`src/rtl/sampler_mem_arbiter.sv`:
```
// Two-master round-robin arbiter sharing the single-port sample memory between
// the CPU data master (m0) and the capture engine (m1), with a bounded hold window.
module sampler_mem_arbiter #(
    parameter int ADDR_W   = 10,
    parameter int DATA_W   = 32,
    parameter int BE_W     = 4,
    parameter int MAX_HOLD = 4
) (
    input  logic              clk,
    input  logic              reset_n,
    input  logic [ADDR_W-1:0] m0_address,
    input  logic [BE_W-1:0]   m0_byteenable,
    input  logic              m0_read,
    input  logic              m0_write,
    input  logic [DATA_W-1:0] m0_writedata,
    output logic              m0_waitrequest,
    output logic [DATA_W-1:0] m0_readdata,
    output logic              m0_readdatavalid,
    input  logic [ADDR_W-1:0] m1_address,
    input  logic [BE_W-1:0]   m1_byteenable,
    input  logic              m1_read,
    input  logic              m1_write,
    input  logic [DATA_W-1:0] m1_writedata,
    output logic              m1_waitrequest,
    output logic [DATA_W-1:0] m1_readdata,
    output logic              m1_readdatavalid,
    output logic [ADDR_W-1:0] mem_address,
    output logic [BE_W-1:0]   mem_byteenable,
    output logic              mem_chipselect,
    output logic              mem_write,
    output logic [DATA_W-1:0] mem_writedata,
    output logic              mem_clken,
    input  logic [DATA_W-1:0] mem_readdata
);

    localparam logic [3:0] HOLD_MAX = 4'(MAX_HOLD);

    function automatic logic [3:0] hold_inc(input logic [3:0] h);
        return (h >= HOLD_MAX) ? h : h + 4'd1;
    endfunction

    logic              ready;
    logic              owner;
    logic              last_win;
    logic [3:0]        hold;
    logic [3:0]        hold_nxt;
    logic              rd_pending_p1;
    logic              rd_owner_p1;
    logic              req0;
    logic              req1;
    logic              issue;
    logic              win;
    logic              win_write;
    logic [ADDR_W-1:0] win_address;
    logic [BE_W-1:0]   win_byteenable;
    logic [DATA_W-1:0] win_writedata;
    logic [ADDR_W-1:0] addr_q;
    logic [BE_W-1:0]   be_q;
    logic [DATA_W-1:0] wd_q;

    // Grant decision: win = 1 selects m1. Nothing issues until the first edge after reset.
    always_comb begin
        req0     = m0_read | m0_write;
        req1     = m1_read | m1_write;
        issue    = 1'b0;
        win      = owner;
        hold_nxt = '0;
        if (ready) begin
            if (req0 && req1) begin
                issue = 1'b1;
                win   = (hold < HOLD_MAX) ? owner : ~last_win;
            end else if (req0) begin
                issue = 1'b1;
                win   = 1'b0;
            end else if (req1) begin
                issue = 1'b1;
                win   = 1'b1;
            end
        end
        if (issue) begin
            hold_nxt = (win == owner) ? hold_inc(hold) : 4'd1;
        end
    end

    always_comb begin
        win_address    = win ? m1_address    : m0_address;
        win_byteenable = win ? m1_byteenable : m0_byteenable;
        win_writedata  = win ? m1_writedata  : m0_writedata;
        win_write      = win ? m1_write      : m0_write;
    end

    assign mem_address    = issue ? win_address    : addr_q;
    assign mem_byteenable = issue ? win_byteenable : be_q;
    assign mem_writedata  = issue ? win_writedata  : wd_q;
    assign mem_chipselect = issue;
    assign mem_write      = issue & win_write;
    assign mem_clken      = reset_n;

    assign m0_waitrequest = ~(issue & ~win);
    assign m1_waitrequest = ~(issue & win);

    assign m0_readdata      = mem_readdata;
    assign m1_readdata      = mem_readdata;
    assign m0_readdatavalid = rd_pending_p1 & ~rd_owner_p1;
    assign m1_readdatavalid = rd_pending_p1 & rd_owner_p1;

    // Arbitration state and read-return tag (p1: one cycle after issue).
    always_ff @(posedge clk or negedge reset_n) begin
        if (!reset_n) begin
            ready         <= 1'b0;
            owner         <= 1'b0;
            last_win      <= 1'b1;
            hold          <= '0;
            rd_pending_p1 <= 1'b0;
            rd_owner_p1   <= 1'b0;
        end else begin
            ready         <= 1'b1;
            hold          <= hold_nxt;
            rd_pending_p1 <= issue & ~win_write;
            if (issue) begin
                owner       <= win;
                last_win    <= win;
                rd_owner_p1 <= win;
            end
        end
    end

    // Last driven memory bus values, held while idle so the bus does not toggle.
    always_ff @(posedge clk) begin
        if (issue) begin
            addr_q <= win_address;
            be_q   <= win_byteenable;
            wd_q   <= win_writedata;
        end
    end

endmodule
```
`config.mk`:
```
export PLATFORM = sky130hd
export DESIGN_NAME = sampler_mem_arbiter
export DESIGN_NICKNAME = d
export VERILOG_FILES = /design/src/rtl/sampler_mem_arbiter.sv
export SDC_FILE = /design/constraint.sdc
export NUM_CORES = 1
export LEC_CHECK = 0
export BUFFER_PORTS_ARGS = -buffer_cell sky130_fd_sc_hd__buf_4
export CELL_PAD_IN_SITES_DETAIL_PLACEMENT = 1
export CELL_PAD_IN_SITES_GLOBAL_PLACEMENT = 2
export CORE_MARGIN = 3
export CORE_UTILIZATION = 19
export DETAILED_ROUTE_END_ITERATION = 6
export GPL_TIMING_DRIVEN = 0
export MAX_ROUTING_LAYER = met4
export PLACE_DENSITY = 0.87
export SYNTH_ARGS = -nofsm -noshare
export SYNTH_HDL_FRONTEND = slang
export SYNTH_SLANG_ARGS = --single-unit
```
`constraint.sdc`:
```
create_clock -name clk -period 2.1 [get_ports clk]
set_clock_uncertainty 0.05 [all_clocks]
set_input_delay 0.42 -clock clk [delete_from_list [all_inputs] [get_ports clk]]
set_output_delay 0.42 -clock clk [all_outputs]
set_load 0.05 [all_outputs]
```
# ---- Word-level counts from Yosys, hierarchy flattened
# Index checks and enable logic that the tools add are counted.
dict set report op_classes {
  reduce_logical 1
  add_sub_neg 1
  mux 19
  eq_ne 2
  magnitude_cmp 2
  bitwise_logic 14
}
# op n
set ops {}
lappend ops {{2-to-1 mux 32 bit} 2}
lappend ops {{2-to-1 mux 10 bit} 2}
lappend ops {{2-to-1 mux 4 bit} 5}
lappend ops {{2-to-1 mux 1 bit} 10}
lappend ops {{AND 1 bit} 6}
lappend ops {{NOT 1 bit} 6}
lappend ops {{adder 4 x 1 -> 4 bit (second input constant)} 1}
lappend ops {{greater-or-equal comparator 4 x 3 -> 1 bit (second input constant)} 1}
lappend ops {{less-than comparator 4 x 3 -> 1 bit (second input constant)} 1}
lappend ops {{!= test 3 bit (second input constant)} 1}
lappend ops {{bitwise OR 1 bit} 2}
lappend ops {{equality test 1 bit} 1}
lappend ops {{logical AND 1 bit} 1}
dict set report word_totals {
  inputBits 130
  output_inout_bits 117
  word_cells 47
  regBits 54
}

# ---- Logic depth before layout (Yosys ltp)
# Gate-level depths: netlist of the first run.
dict set report depth {
  depth_word 8
  depth_mapped 7
  depth_no_buf 6
}

# ---- Worst setup path before layout of the first run
# No wires, ideal clock.
dict set report synth_path {
  path_kind {input -> output}
  from {input port m0_write}
  to {output port mem_address[0]}
  path_buffers 2
  setup_slack_ns -0.444
  arrival_time_ns 2.074
  t_required_ns 1.630
  stages 7
  path_cell_list {or2_1 > a21oi_2 > a21oi_2 > buf_6 > buf_6 > mux2i_1 > o21ai_1}
}
dict set report synth_between {
  elab_chain_len 6
  word_cells_on_any_way 10
  classes_between {8 x mux; 1 x bitwise; 1 x reduce/logical}
}
# item line_no
set synth_lines {}
lappend synth_lines {{start, declared} 14} ;# input logic m0_write,
lappend synth_lines {{bitwise OR 1 bit (*)} 63} ;# req0 = m0_read | m0_write;
lappend synth_lines {{2-to-1 mux 1 bit or logical AND 1 bit (tied branches)} {72, 69}}
lappend synth_lines {{2-to-1 mux 1 bit} 69} ;# if (req0 && req1) begin
lappend synth_lines {{2-to-1 mux 1 bit} 68} ;# if (ready) begin
lappend synth_lines {{2-to-1 mux 10 bit} 86} ;# win_address = win ? m1_address : m0_address;
lappend synth_lines {{2-to-1 mux 10 bit (*)} -}
lappend synth_lines {{end, declared} 27} ;# output logic [ADDR_W-1:0] mem_address,
# Every way passes the cells marked *; elsewhere a longest branch is shown, timed or not.

# ---- Final worst setup path of the first run
dict set report layout_path {
  from {register last_win}
  to {output port mem_address[7]}
}
dict set report layout_between {
  elab_chain_len 6
}
# item line_no
set layout_lines {}
lappend layout_lines {{start, declared} 44} ;# logic last_win;
lappend layout_lines {{start signal, assigned} 122} ;# last_win <= win;
lappend layout_lines {{NOT 1 bit} 71} ;# win = (hold < HOLD_MAX) ? owner : ~last_win;
lappend layout_lines {{2-to-1 mux 1 bit} 71}
lappend layout_lines {{2-to-1 mux 1 bit} 69}
lappend layout_lines {{2-to-1 mux 1 bit} 68}
lappend layout_lines {{2-to-1 mux 10 bit} 86}
lappend layout_lines {{2-to-1 mux 10 bit} -}
# No other way between the ends.

==> results of run 1 <==
[stage by stage]
stage	cells	utilization, %	hold WS [ns]
global route	727	44.0	0.372
detailed placement	707	36.5	0.199
CTS	725	42.8	0.366
finish	727	44.0	0.374
global placement	707	36.5	0.194
floorplan	313	-	0.0744
[per-layer routing]
layer  GRT usage [%]  vias up  wire length (um)
li1                -     1452                 -
met1            14.6     1352              4150
met2            24.2      160              6120
met3            2.84       14               888
met4            3.97        0               212
met5               -        -                 0
[synthesized netlist by cell type, types with 2 or more instances]
cell / count / area, um^2
dfrtp_1: 7 / 175
mux2i_1: 47 / 470
o21ai_0: 3 / 15.0
buf_4: 68 / 510
nand2_1: 50 / 188
inv_1: 4 / 15.0
o21a_1: 2 / 15.0
dfxtp_1: 46 / 921
nor2_1: 6 / 22.5
nor3_1: 2 / 10.0
a21oi_2: 2 / 17.5
o21ai_1: 47 / 235
a21oi_1: 4 / 20.0
buf_1: 2 / 7.51
nor2b_1: 2 / 12.5
and2_1: 2 / 12.5
buf_6: 2 / 22.5
clkbuf_1: 7 / 26.3
[worst max-delay path: stages (launching register included)]
cell and delay (ns):
dfstp_2 0.54, o21bai_4 0.13, a21oi_4 0.09, a21oi_4 0.14, buf_12 0.14, buf_12 0.14
buf_12 0.14, mux2i_4 0.27, o21ai_4 0.08, buf_6 0.17
[path summary, 6_finish.rpt]
kind / startpoint / endpoint / slack, ns
max: last_win / mem_address[7] / -0.51
min: m1_writedata[0] / wd_q[0] / 0.37
max reg2reg: last_win / addr_q[4] / 0.14
min reg2reg: wd_q[21] / wd_q[21] / 0.43
max in group asynchronous: reset_n / last_win / 1.34
min in group asynchronous: reset_n / ready / 0.44
[final cells by class]
| cell class | instances | area share, % |
|---|---|---|
| clock buffer | 7 | 2.63 |
| clock inverter | 1 | 0.483 |
| inverter | 4 | 0.241 |
| timing repair buffer | 226 | 29.5 |
| sequential | 54 | 18.1 |
| tap | 180 | 3.62 |
| multi-input combinational | 175 | 35.1 |
| buffer | 80 | 10.3 |
[cell usage in the layout (no fill, tap or decap), drive strengths merged, types with 2 or more instances in the layout]
cell type | Yosys | final
nand2 | 50 | 50
a21oi | 6 | 6
dfxtp | 46 | 46
nor3 | 2 | 2
dfrtp | 7 | 7
clkbuf | 7 | 14
o21ai | 50 | 50
buf | 73 | 298
nor2b | 2 | 2
inv | 4 | 4
and2 | 2 | 2
mux2i | 47 | 47
o21a | 2 | 2
nor2 | 6 | 6
[repair_timing]
| action | in CTS | in global routing |
|---|---|---|
| pin swaps | 2 | 1 |
| endpoints found under the setup margin | 54 | 50 |
| resized for setup | 116 | 28 |
| hold buffers | 1 | 0 |
| gates cloned | 1 | 0 |
| hold endpoints to repair | 7 | 0 |
| setup buffers | 8 | 3 |
[state kept, by name, indices dropped and copies added, names as in the netlist]
signal / count
last_win: 1
wd_q: 32
hold: 4
addr_q: 10
be_q: 4
ready: 1
rd_pending_p1: 1
rd_owner_p1: 1
[power by group through the flow]
stage | Sequential [mW] | Clock [mW] | Combinational, mW
detailed placement | 1.33 | 0 | 2.64
finish | 1.31 | 1.07 | 3.41
global placement | 1.32 | 0 | 2.61
global route | 1.33 | 1.14 | 3.57
CTS | 1.31 | 1.08 | 3.29
floorplan | 1.31 | 0 | 1.93
[cell families after synthesis]
family          Yosys count  synth area share [%]
buf+inv                  84                  21.0
simple gates             63                  8.99
compound gates           62                  12.2
flops                    54                  40.1
mux                      47                  16.8
fa+ha+maj                 1                 0.447
other cells               1                 0.134
xor+xnor                  1                 0.313
==> summary.txt, run 1 <==
Max-slew violations - 0
Clk buf depth - 2
P&R area growth vs syn - 122%
Part of the power in registers - 22.7%
Syn avg cell area - 8.94 um^2
Die width - 127 um
Routability Congestion - 0.786
Internal power - 3.39 mW
Number of flops mapped to enable cells by yosys - 0
DRC - 0
Final HPWL DP - 8720 um
H-tree levels - 2
HP Class - in2reg
CTS Buf Count - 5
Later-pin clock latency in the skew report - 0.29 ns
All-Layer GR Usage - 13.4%
Total grt overflow - 0
Leakage Power - 2.74 nW
Final WL - 11,400 um
Hold Crit Depth - 3
Critical path arrival - 2.14 ns
Switching power - 2.40 mW
Net count after synthesis - 444
Via Count - 2,978
Post-route cell area - 0.00622 mm^2
Unrepaired setup endpoints after global routing - yes
Worst-margin pin slew - 0.618 ns
Main synth FF type - dfxtp_1
Die ar. - 0.0162 mm^2
Overall power consumption - 5.78 mW
Final setup fails - 48
Rows - 43
Multi-input logic area - 0.00218 mm^2
Power per standard cell area - 930 mW/mm^2
Clk network pwr share - 18.4%
Setup CP Type - reg2out
Slew HR - 58.8%
Synth cell types - 28
Startpoint types - flop
Peak Freq - 0.383 GHz
Fin. Hold Viols - 0
Worst setup margin - -0.514 ns
Io pins - 247
Post-DP Area - 0.00516 mm^2
Core area - 0.0141 mm^2
Max cap viols - 0
Worst R2R Path Depth - 9
Crit. End Element - output pin
Largest net degree at the start of global routing - 17
CP required - 1.63 ns
Status - finished, violations left
Vias per cell - 4.10
Number of global-route vias before repair - 3,257
CTS tree - done
Starting Density - 19.8%
CP max FO - 6
Clock-pin slew on the worst setup and hold paths - 0.07 ns
Failing checks - negative setup slack
VDD IR max - 0.423 mV
Tcrit/Tclk final - 124%
FFs w/ async S/R, synth - 14.8%
Diode count - 0
Final #Nets - 677
Final min period - 2.61 ns
DRT Pass-1 Iters - 4
Port bufs - 214
Setup TNS - -23.01 ns
CTS sink cnt - 54
WL/cell - 15.6 um
Post-Syn Instances - 313
Initial antenna violation count - 0
Root Buffer Master - clkbuf_16
Sw frac - 41.4%
Share of cells above drive strength 1 - 76.8%
Comb power frac - 58.9%
Antenna viol nets, final - 0
First-pass GRT wire length - 16,600 um
Seq. cell area - 0.00113 mm^2
Sequential share of the synthesized area - 40.1%
Yosys reg bits - 54
Synth warn - 0
Starting DRT DRC Count - 45
Die height - 127 um
Placement Setup Slack - -0.648 ns
Post-Syn Area - 0.00280 mm^2
Filler Cell Count - 1,533
Power figures use the tool's default switching activity.
==> run 2, diff against run 1 <==
Settings changed: SETUP_SLACK_MARGIN from default to 0.4.
==> run 2 against run 1 <==
  * Wire length is 5.9% higher
  * The flow still finishes with violations (negative setup slack)
  * Sequential share of layout area is 0.75 points lower
  * Critical path type unchanged
  * Setup slack worse by 0.062 ns
  * Worst hold slack worse by 0.36 ns
  * Largest cell class unchanged
  * Clock power is 15% lower
==> summary.txt, run 2 (synthesis results as in run 1) <==
Slew HR - 57.3% (-1.5 points)
DRT Pass-1 Iters - 4 (unchanged)
Die width - 127 um (unchanged)
Worst setup margin - -0.575 ns (-0.0615 ns)
All-Layer GR Usage - 14.7% (+1.4 points)
P&R area growth vs syn - 132%
Startpoint types - flop
Final Core Density - 45.9% (+2.0 points)
CP max FO - 6 (unchanged)
Max-slew violations - 0 (unchanged)
Final min period - 2.68 ns (+0.0615 ns)
Die height - 127 um (unchanged)
Largest net degree at the start of global routing - 16 (-1)
Setup TNS - -23.82 ns (-0.818 ns)
Die ar. - 0.0162 mm^2 (unchanged)
Final #Nets - 685 (+1.2%)
Initial antenna violation count - 0 (unchanged)
Filler Cell Count - 1,524 (-0.59%)
Failing checks - negative setup slack
Io pins - 247 (unchanged)
Via Count - 3,094 (+3.9%)
CTS tree - done
CTS Buf Count - 5 (unchanged)
Most common cell after layout, fill and taps aside - buf_4
Max cap viols - 0 (unchanged)
Diode count - 0 (unchanged)
Overall power consumption - 5.94 mW (+2.6%)
Leakage Power - 2.82 nW (+3.0%)
Most frequent cells in the layout - 241 x buf_4, 52 x buf_6, 49 x nand2_1
Crit. End Element - output pin
Max reg flops - 32 (unchanged)
Routability Congestion - 0.739 (-6.0%)
Fin. Hold Viols - 0 (unchanged)
First-pass GRT wire length - 17,900 um (+8.1%)
Vias per cell - 4.21 (+2.8%)
VDD IR max - 0.404 mV (-4.5%)
Setup CP Type - reg2out
Root Buffer Master - clkbuf_16
Final setup fails - 48 (unchanged)
Starting DRT DRC Count - 52 (+16%)
Clk buf depth - 2 (unchanged)
Total grt overflow - 0 (unchanged)
Later-pin clock latency in the skew report - 0.30 ns (about the same)
Worst-margin pin slew - 0.640 ns (+0.0221 ns)
Peak Freq - 0.374 GHz (-2.3%)
Largest registers - wd_q: 32 flops, addr_q: 10 flops
Placement Setup Slack - -0.711 ns (-0.0632 ns)
Port bufs - 214 (unchanged)
Status - finished, violations left
Antenna viol nets, final - 0 (unchanged)
Clock-pin slew on the worst setup and hold paths - 0.07 ns (about the same)
HP Class - in2async
Starting Density - 19.8% (unchanged)
Final HPWL DP - 8890 um (+1.9%)
Tcrit/Tclk final - 127% (+2.9 points)
Final WL - 12,000 um (+5.9%)
CP required - 1.63 ns (about the same)
Core area - 0.0141 mm^2 (unchanged)
CTS sink cnt - 54 (unchanged)
DRC - 0 (unchanged)
Number of global-route vias before repair - 3,490 (+7.2%)
Critical path arrival - 2.21 ns (+0.07 ns)
Rows - 43 (unchanged)
Reg with most FFs - wd_q
H-tree levels - 2 (unchanged)
Power per standard cell area - 913 mW/mm^2 (-1.7%)
WL/cell - 16.4 um (+4.7%)
Unrepaired setup endpoints after global routing - yes
Share of cells above drive strength 1 - 77.1% (+0.33 points)
## run 2: changes by cell type in the layout (fill, tap and decap cells not counted), sizes merged
cell,change
bufinv,-1
clkbuf,+2
buf,+7
## run 2: worst max-delay path, stage by stage (launching register included)
cell	delay [ns]
dfrtp_2	0.48
o21bai_4	0.21
a21oi_4	0.09
a21oi_4	0.20
buf_6	0.14
buf_12	0.12
buf_12	0.14
mux2i_4	0.27
o21ai_4	0.08
buf_6	0.17
## run 2: area by class of cell
| cell class | instances | area [um^2] | area share (%) |
|---|---|---|---|
| inverter | 4 | 15.0 | 0.231 |
| multi-input combinational | 175 | 2260 | 34.8 |
| buffer | 80 | 664 | 10.2 |
| clock buffer | 8 | 158 | 2.43 |
| timing repair buffer | 234 | 2050 | 31.5 |
| tap | 180 | 225 | 3.47 |
| sequential | 54 | 1130 | 17.4 |
## run 2: final timing paths
kind                                 start  depth (start not counted)  slack (ns)           endpoint
hold / removal                     reset_n                          1        0.02           last_win
setup / recovery                   hold[3]                          9       -0.58  mem_writedata[10]
min in group clk           m1_writedata[6]                          3        0.38            wd_q[6]
hold reg to reg                   wd_q[14]                          2        0.43           wd_q[14]
setup reg to reg                   hold[3]                          8        0.19           wd_q[10]
max in group asynchronous          reset_n                          2        1.22            hold[3]
## run 2: repair_timing
item	in CTS	in global routing
setup buffers	12	4
endpoints found under the setup margin	99	101
cloned	2	1
resized for setup	173	12
hold buffers	1	0
hold endpoints to repair	7	0
pin swaps	5	1
## run 2: through the flow
stage | std cells | area [um^2] | hold slack, ns
4_1_cts | 730 | 6400 | 0.00934
2_1_floorplan | 313 | 3330 | 0.0744
3_3_place_gp | 707 | 5160 | 0.199
5_1_grt | 735 | 6500 | 0.0148
6_report | 735 | 6500 | 0.0150
3_5_place_dp | 707 | 5160 | 0.204
## run 2: where the power goes
group	total [mW]	switching, mW	internal, mW
registers	1.32	0.0813	1.23
clock network	0.910	0.393	0.517
logic	3.71	1.99	1.72
## run 2: routing by layer
layer  global-route usage, %  share of wire [%]  vias up
li1                        -                  -     1469
met1                    14.3                 33     1438
met2                    28.0                 56      161
met3                    3.76                8.5       26
met4                    5.43                2.8        0
met5                       -                  0        -
